<file path="src/rtl/con_loader_pkg.sv">
// rtl/con_loader_pkg.sv - shared state encoding and frame constants for the console loader
package con_loader_pkg;

   typedef enum logic [2:0] {
      IDLE,
      LEN0,
      LEN1,
      DATA,
      WRITE,
      VERIFY,
      DONE
   } state_e;

   // Length header is a little-endian 16-bit word count; payload words are 4 bytes each.
   localparam int LEN_BYTES  = 2;
   localparam int WORD_BYTES = 4;

endpackage

</file>
<file path="src/rtl/con_loader_if.sv">
// rtl/con_loader_if.sv - byte stream input and console write/read port bundle
interface con_loader_if #(
   parameter int ADDR_W = 10,
   parameter int WORD_W = 32
) ();

   logic              in_valid;
   logic [7:0]        in_data;
   logic              in_ready;
   logic [3:0]        con_write;
   logic [ADDR_W-1:0] con_addr;
   logic [WORD_W-1:0] con_in;
   logic [WORD_W-1:0] con_out;

   // Loader side: consumes the byte stream and drives the core's console port.
   modport master (
      input  in_valid, in_data, con_out,
      output in_ready, con_write, con_addr, con_in
   );

   // Environment side: byte source plus the core memory.
   modport slave (
      output in_valid, in_data, con_out,
      input  in_ready, con_write, con_addr, con_in
   );

endinterface

</file>
<file path="src/rtl/con_readback_sum.sv">
// rtl/con_readback_sum.sv - read-latency valid pipe and readback checksum accumulator
module con_readback_sum #(
   parameter int RD_LAT = 1,
   parameter int WORD_W = 32
) (
   input  logic              CLK,
   input  logic              nrst,
   input  logic              clr,
   input  logic              issue,
   input  logic [WORD_W-1:0] rdata,
   output logic [WORD_W-1:0] sum,
   output logic              last
);

   logic [RD_LAT-1:0] vld_q, vld_d;
   logic [RD_LAT:0]   chain;
   logic [WORD_W-1:0] sum_q, sum_d;

   assign chain = {vld_q, issue};

   // Sum already includes the word returning this cycle, so the caller can
   // compare it on the same cycle that last fires.
   assign sum  = sum_q + (vld_q[RD_LAT-1] ? rdata : '0);

   // Returns are contiguous, so the final one is where the pipe output drops behind it.
   assign last = chain[RD_LAT] & ~chain[RD_LAT-1];

   // Shift the issue strobe toward the data-valid tap and accumulate returns.
   always_comb begin
      vld_d = chain[RD_LAT-1:0];
      sum_d = sum;
      if (clr) begin
         vld_d = '0;
         sum_d = '0;
      end
   end

   // Pipe and accumulator registers.
   always_ff @(posedge CLK or negedge nrst) begin
      if (!nrst) begin
         vld_q <= '0;
         sum_q <= '0;
      end else begin
         vld_q <= vld_d;
         sum_q <= sum_d;
      end
   end

endmodule

</file>
<file path="src/rtl/con_loader.sv">
// rtl/con_loader.sv - preloads core memory from a byte stream, verifies by readback checksum
module con_loader
   import con_loader_pkg::*;
#(
   parameter int ADDR_W = 10,
   parameter int WORD_W = 32,
   parameter int RD_LAT = 1
) (
   input  logic         CLK,
   input  logic         nrst,
   input  logic         start,
   con_loader_if.master bus,
   output logic         core_nrst,
   output logic         busy,
   output logic         done,
   output logic         verify_fail,
   output logic         ovf
);

   localparam int              CNT_W = LEN_BYTES * 8;
   localparam logic [CNT_W:0]  DEPTH = {{CNT_W{1'b0}}, 1'b1} << ADDR_W;
   localparam logic [CNT_W-1:0] ONE  = 1;
   localparam logic [CNT_W:0]  ONE_W = 1;

   state_e            state_q, state_d;
   logic [CNT_W-1:0]  len_q, len_d;
   logic [CNT_W-1:0]  cnt_q, cnt_d;
   logic [CNT_W:0]    iss_cnt_q, iss_cnt_d;
   logic [1:0]        byte_idx_q, byte_idx_d;
   logic [WORD_W-1:0] word_q, word_d;
   logic [WORD_W-1:0] sum_wr_q, sum_wr_d;
   logic              issue_q, issue_d;
   logic              ovf_q, ovf_d;
   logic              vf_q, vf_d;
   logic              done_q, done_d;
   logic              core_nrst_q, core_nrst_d;
   logic              busy_q, busy_d;
   logic              in_ready_q, in_ready_d;
   logic [3:0]        con_write_q, con_write_d;
   logic [ADDR_W-1:0] con_addr_q, con_addr_d;
   logic [WORD_W-1:0] con_in_q, con_in_d;

   logic              hs, last_word, in_range, enter_verify, rb_clr, rb_last;
   logic [CNT_W:0]    m_words;
   logic [WORD_W-1:0] word_asm, rb_sum;

   assign hs        = bus.in_valid & in_ready_q;
   assign last_word = (cnt_q == len_q - ONE);
   assign in_range  = ({1'b0, cnt_q} < DEPTH);
   assign m_words   = ({1'b0, len_q} < DEPTH) ? {1'b0, len_q} : DEPTH;

   con_readback_sum #(.RD_LAT(RD_LAT), .WORD_W(WORD_W)) u_rb (
      .CLK   (CLK),
      .nrst  (nrst),
      .clr   (rb_clr),
      .issue (issue_q),
      .rdata (bus.con_out),
      .sum   (rb_sum),
      .last  (rb_last)
   );

   // Next-state and next-output computation for the load/verify sequence.
   always_comb begin
      state_d      = state_q;
      len_d        = len_q;
      cnt_d        = cnt_q;
      iss_cnt_d    = iss_cnt_q;
      byte_idx_d   = byte_idx_q;
      word_d       = word_q;
      sum_wr_d     = sum_wr_q;
      issue_d      = issue_q;
      ovf_d        = ovf_q;
      vf_d         = vf_q;
      con_write_d  = 4'h0;
      con_addr_d   = con_addr_q;
      con_in_d     = con_in_q;
      enter_verify = 1'b0;
      rb_clr       = 1'b0;
      word_asm     = word_q;
      word_asm[8*byte_idx_q +: 8] = bus.in_data;

      case (state_q)
         IDLE, DONE: begin
            if (start) begin
               state_d    = LEN0;
               cnt_d      = '0;
               byte_idx_d = '0;
               sum_wr_d   = '0;
               ovf_d      = 1'b0;
               vf_d       = 1'b0;
               rb_clr     = 1'b1;
            end
         end
         LEN0: begin
            if (hs) begin
               len_d[7:0] = bus.in_data;
               state_d    = LEN1;
            end
         end
         LEN1: begin
            if (hs) begin
               len_d[15:8] = bus.in_data;
               state_d     = ({bus.in_data, len_q[7:0]} == '0) ? DONE : DATA;
            end
         end
         DATA: begin
            if (hs) begin
               word_d     = word_asm;
               byte_idx_d = byte_idx_q + 2'd1;
               if (byte_idx_q == 2'(WORD_BYTES - 1)) begin
                  if (in_range) begin
                     state_d     = WRITE;
                     con_write_d = 4'hF;
                     con_addr_d  = cnt_q[ADDR_W-1:0];
                     con_in_d    = word_asm;
                     sum_wr_d    = sum_wr_q + word_asm;
                  end else begin
                     // Beyond memory depth: drain the word but never write or sum it.
                     ovf_d        = 1'b1;
                     cnt_d        = cnt_q + ONE;
                     enter_verify = last_word;
                  end
               end
            end
         end
         WRITE: begin
            cnt_d        = cnt_q + ONE;
            enter_verify = last_word;
            if (!last_word) state_d = DATA;
         end
         VERIFY: begin
            if (issue_q) begin
               if (iss_cnt_q < m_words) begin
                  con_addr_d = iss_cnt_q[ADDR_W-1:0];
                  iss_cnt_d  = iss_cnt_q + ONE_W;
               end else begin
                  issue_d = 1'b0;
               end
            end
            if (rb_last) begin
               state_d = DONE;
               vf_d    = (sum_wr_q != rb_sum);
            end
         end
         default: state_d = IDLE;
      endcase

      if (enter_verify) begin
         state_d    = VERIFY;
         con_addr_d = '0;
         issue_d    = 1'b1;
         iss_cnt_d  = ONE_W;
      end

      in_ready_d  = (state_d == LEN0) || (state_d == LEN1) || (state_d == DATA);
      busy_d      = !((state_d == IDLE) || (state_d == DONE));
      done_d      = (state_d == DONE);
      core_nrst_d = (state_d == DONE);
   end

   // State and registered outputs; reset discards any partial word or pending write.
   always_ff @(posedge CLK or negedge nrst) begin
      if (!nrst) begin
         state_q     <= IDLE;
         len_q       <= '0;
         cnt_q       <= '0;
         iss_cnt_q   <= '0;
         byte_idx_q  <= '0;
         word_q      <= '0;
         sum_wr_q    <= '0;
         issue_q     <= 1'b0;
         ovf_q       <= 1'b0;
         vf_q        <= 1'b0;
         done_q      <= 1'b0;
         core_nrst_q <= 1'b0;
         busy_q      <= 1'b0;
         in_ready_q  <= 1'b0;
         con_write_q <= 4'h0;
         con_addr_q  <= '0;
         con_in_q    <= '0;
      end else begin
         state_q     <= state_d;
         len_q       <= len_d;
         cnt_q       <= cnt_d;
         iss_cnt_q   <= iss_cnt_d;
         byte_idx_q  <= byte_idx_d;
         word_q      <= word_d;
         sum_wr_q    <= sum_wr_d;
         issue_q     <= issue_d;
         ovf_q       <= ovf_d;
         vf_q        <= vf_d;
         done_q      <= done_d;
         core_nrst_q <= core_nrst_d;
         busy_q      <= busy_d;
         in_ready_q  <= in_ready_d;
         con_write_q <= con_write_d;
         con_addr_q  <= con_addr_d;
         con_in_q    <= con_in_d;
      end
   end

   assign bus.in_ready  = in_ready_q;
   assign bus.con_write = con_write_q;
   assign bus.con_addr  = con_addr_q;
   assign bus.con_in    = con_in_q;
   assign core_nrst     = core_nrst_q;
   assign busy          = busy_q;
   assign done          = done_q;
   assign verify_fail   = vf_q;
   assign ovf           = ovf_q;

endmodule
</file>
<file path="src/flat_wrapper.sv">
// flat-port wrapper written by rule: the top's interface ports become plain ports
module con_loader_flat import con_loader_pkg::*;
#(
   parameter int ADDR_W = 10,
   parameter int WORD_W = 32,
   parameter int RD_LAT = 1
)
  (CLK, nrst, start, core_nrst, busy, done, verify_fail, ovf, bus_in_valid, bus_in_data, bus_con_out, bus_in_ready, bus_con_write, bus_con_addr, bus_con_in);
  con_loader_if #(.ADDR_W(ADDR_W), .WORD_W(WORD_W)) bus_i ();
  input  logic CLK;
  input  logic nrst;
  input  logic start;
  output logic core_nrst;
  output logic busy;
  output logic done;
  output logic verify_fail;
  output logic ovf;
  input wire logic [$bits(bus_i.in_valid)-1:0] bus_in_valid;
  input wire logic [$bits(bus_i.in_data)-1:0] bus_in_data;
  input wire logic [$bits(bus_i.con_out)-1:0] bus_con_out;
  output wire logic [$bits(bus_i.in_ready)-1:0] bus_in_ready;
  output wire logic [$bits(bus_i.con_write)-1:0] bus_con_write;
  output wire logic [$bits(bus_i.con_addr)-1:0] bus_con_addr;
  output wire logic [$bits(bus_i.con_in)-1:0] bus_con_in;
  assign bus_i.in_valid = bus_in_valid;
  assign bus_i.in_data = bus_in_data;
  assign bus_i.con_out = bus_con_out;
  assign bus_in_ready = bus_i.in_ready;
  assign bus_con_write = bus_i.con_write;
  assign bus_con_addr = bus_i.con_addr;
  assign bus_con_in = bus_i.con_in;
  con_loader #(.ADDR_W(ADDR_W), .WORD_W(WORD_W), .RD_LAT(RD_LAT)) u_core (.CLK(CLK), .nrst(nrst), .start(start), .bus(bus_i), .core_nrst(core_nrst), .busy(busy), .done(done), .verify_fail(verify_fail), .ovf(ovf));
endmodule
</file>
<file path="config.mk">
export PLATFORM = sky130hd
export DESIGN_NAME = con_loader_flat
export DESIGN_NICKNAME = d
export VERILOG_FILES = /design/src/rtl/con_loader_pkg.sv /design/src/rtl/con_loader_if.sv /design/src/rtl/con_readback_sum.sv /design/src/rtl/con_loader.sv /design/src/flat_wrapper.sv
export SDC_FILE = /design/constraint.sdc
export NUM_CORES = 1
export LEC_CHECK = 0
export ABC_AREA = 1
export CAP_MARGIN = 20
export CORE_MARGIN = 2
export CORE_UTILIZATION = 44
export CTS_CLUSTER_DIAMETER = 200
export DETAILED_ROUTE_END_ITERATION = 10
export PLACE_DENSITY = 0.69
export SYNTH_ARGS = -nofsm -noshare
export SYNTH_HDL_FRONTEND = slang
export SYNTH_SLANG_ARGS = --single-unit
</file>
<file path="constraint.sdc">
create_clock -name CLK -period 6.3 [get_ports CLK]
set_input_delay 1.26 -clock CLK [delete_from_list [all_inputs] [get_ports CLK]]
set_output_delay 1.26 -clock CLK [all_outputs]
set_load 0.01 [all_outputs]
</file>
==> flow_metrics.tcl <==
set metrics [dict create \
    synth_area_mm2 0.0146 \
    area_delta_synth_final_pct 14.7 \
    core_area_mm2 0.0325 \
    drt_wl_total_um 42900 \
    num_antenna_cells 0 \
    arrival_ns 4.60 \
    ios 96 \
    grt_pass1_vias 13000 \
    cp.required_ns 6.63 \
    setup_viol_count_final 0 \
    period_share 0.678 \
    cts_setup_buffers 0 \
    dp_hpwl_um 34100 \
    finalCriticalPeriod_ns 4.27 \
    cts.reportedPaths.clkPinSlew_ns 0.09 \
    grt_use_total 0.255 \
    start_util 0.447 \
    dr.pass1.iters 6 \
    ys_seq_area_frac 0.344 \
    crit_chain "inv_1 > ha_1 > nand3_1 > o32ai_1 > ha_1 > a21oi_1 > o21ai_0 > nor2_1 > nand3_1 > nand3_1 > nand3_1 > or2_2 > nand3_1 > o21ai_0" \
    path_common_cell "nand3_1" \
    vias 14100 \
    clk-insertion-delay-late_ns 0.46 \
    rrSetupSlack_ns 2.03 \
    max_stage_delay_ns 0.79 \
    finalPower_mw 7.66 \
    skew_ns 0.0120 \
    synth.ff_latch_count 200 \
    grt.overflow.total 0 \
    ir_worst_vdd_mv 0.244 \
    p_leak_nw 8.77 \
    die-area_mm2 0.0345 \
    maxCapViolations 0 \
    path_class "reg2reg" \
    drc_errors 0 \
    clk_path_buf_depth 2 \
    vias_per_cell 5.20 \
    maxClockFrequency_ghz 0.234 \
    wl_per_cell_um 15.8 \
    cts_resized 0 \
    htree_levels 4 \
    grt_max_degree 112 \
    setup_tns_ns 0 \
    critPathCaptureType "register" \
    fin_nets 2396 \
    netlist_instances 2178 \
    drt_iter0_drc 1193 \
    drtAntennaViolNets 0 \
    cts_buffers 17 \
    grt_pass1_wl_um 68900 \
    rsz0062_at_grt "false" \
    slew-limit-headroom 0.373 \
    outcome "completed" \
    powerDensity_mw_per_mm2 459 \
    portBuffers 95 \
    die_w_um 186 \
    worstPathMaxFanout 12 \
    layout.cells.most_common "nand2_1" \
    slowest_stage "o32ai_1" \
    clkSinkCount 200 \
    worst_pin_slew_ns 0.939 \
    synth.distinct_cells 50 \
    cts_root_buffer "clkbuf_16" \
    drive_above_1_share 0.0343 \
    mostFrequentLayoutCells "708 x nand2_1, 361 x inv_1, 200 x dfrtp_1" \
    ctsHoldBuffers 0 \
    gp_congestion 1.00 \
    yosys_warnings 0 \
    min_path_type "reg2reg" \
    die_y_um 186 \
    postSynthAreaPerCell_um2 6.68 \
    hold_viol 0 \
    cts_tree "done" \
    grt_antenna_before_repair 0 \
    rows 66 \
    start_kind "register" \
    report.final.slew_viol_count 0 \
]
## logic make-up after synthesis
family | Yosys count | synth area share
and+or+nand+nor | 1099 | 0.309
buffers and inverters | 412 | 0.108
AOI/OAI and AO/OA | 336 | 0.133
DFF | 200 | 0.344
adders and majority gates | 88 | 0.0767
xor gates and xnor gates | 41 | 0.0285
other | 1 | 0.000258
muxes | 1 | 0.000774
## per-layer routing
layer | routed length (µm) | vias to the layer above | track usage | share of wire
li1 | - | 7133 | - | -
met1 | 20300 | 6544 | 0.359 | 0.47
met2 | 19300 | 408 | 0.406 | 0.45
met3 | 2460 | 49 | 0.0395 | 0.057
met4 | 912 | 0 | 0.0737 | 0.021
met5 | 0 | - | 0 | 0
## metrics by stage
| step | hold slack (ns) | util | instance area, µm² | worst slack (ns) | cells |
|---|---|---|---|---|---|
| 2_1_floorplan | 0.496 | - | 14600 | 2.94 | 2182 |
| 6_report | 0.484 | 0.513 | 16700 | 2.03 | 2719 |
| 5_1_grt | 0.510 | 0.513 | 16700 | 1.72 | 2719 |
| 3_3_place_gp | 0.464 | 0.491 | 16000 | 1.64 | 2684 |
| 4_1_cts | 0.489 | 0.511 | 16600 | 2.19 | 2716 |
| 3_5_place_dp | 0.466 | 0.491 | 16000 | 1.72 | 2684 |
## registers in the layout, indices dropped and copies added, names as in the netlist, 2 cells and up
signal,cells
u_core.cnt_q,16
u_core.sum_wr_q,32
u_core.u_rb.sum_q,32
u_core.bus.con_in,32
u_core.len_q,16
u_core.state_q,3
u_core.iss_cnt_q,17
u_core.word_q,32
u_core.bus.con_addr,10
u_core.byte_idx_q,2
## area by class of cell
cell class,instances,area (µm²)
fill,3318,15900
multi-input combinational,1570,8000
sequential,200,5000
inverter,366,1370
timing repair buffer,109,1100
tap,442,553
clock buffer,17,425
clock inverter,15,225
## cell usage after synthesis, drive strengths merged
library cell | n | area [µm²]
clkbuf | 34 | 128
nand4 | 26 | 178
nor2 | 176 | 683
o21bai | 2 | 15.0
o2bb2ai | 1 | 8.76
nor3 | 35 | 180
a21o | 8 | 60.1
o32ai | 8 | 70.1
inv | 366 | 1370
mux2 | 1 | 11.3
o22a | 1 | 8.76
o211ai | 12 | 90.1
conb | 1 | 3.75
o21a | 4 | 30.0
xor2 | 18 | 158
and3 | 1 | 6.26
a22o | 2 | 17.5
dfrtp | 200 | 5000
nor4 | 4 | 25.0
ha | 86 | 1080
a21boi | 4 | 30.0
o221ai | 4 | 35.0
o31ai | 4 | 30.0
nand2 | 711 | 2680
fa | 2 | 40.0
xnor3 | 4 | 90.1
a31oi | 8 | 50.1
or2 | 4 | 25.0
nand3b | 1 | 7.51
buf | 12 | 75.1
nand3 | 137 | 686
and2 | 4 | 25.0
xnor2 | 19 | 166
a21oi | 113 | 577
o21ai | 126 | 664
o22ai | 39 | 244
## where the power goes
group,leakage [nW],internal (mW),switching [mW],total (mW)
Combinational,5.90,1.58,2.75,4.34
Clock,0.311,0.619,0.588,1.21
Sequential,2.55,1.76,0.361,2.12
Total,8.77,3.96,3.70,7.66
## path summary, 6_finish.rpt
kind                                     endpoint              startpoint  cells past startpoint
max                           u_core.sum_wr_q[31]    u_core.byte_idx_q[0]                     14
min in group asynchronous  u_core.bus.con_addr[1]                    nrst                      1
max reg2reg                   u_core.sum_wr_q[31]    u_core.byte_idx_q[0]                     14
max in group asynchronous   u_core.u_rb.sum_q[25]                    nrst                      2
min reg2reg                u_core.bus.con_addr[6]  u_core.bus.con_addr[6]                      2
min                        u_core.bus.con_addr[6]  u_core.bus.con_addr[6]                      2
## worst max-delay path: cells and delay by family (launching register included)
family | cells | cell delay, ns
flops | 1 | 0.52
simple gates | 7 | 1.22
compound gates | 4 | 1.32
fa+ha+maj | 2 | 0.84
buf+inv | 1 | 0.25
Power figures use the tool's default switching activity.
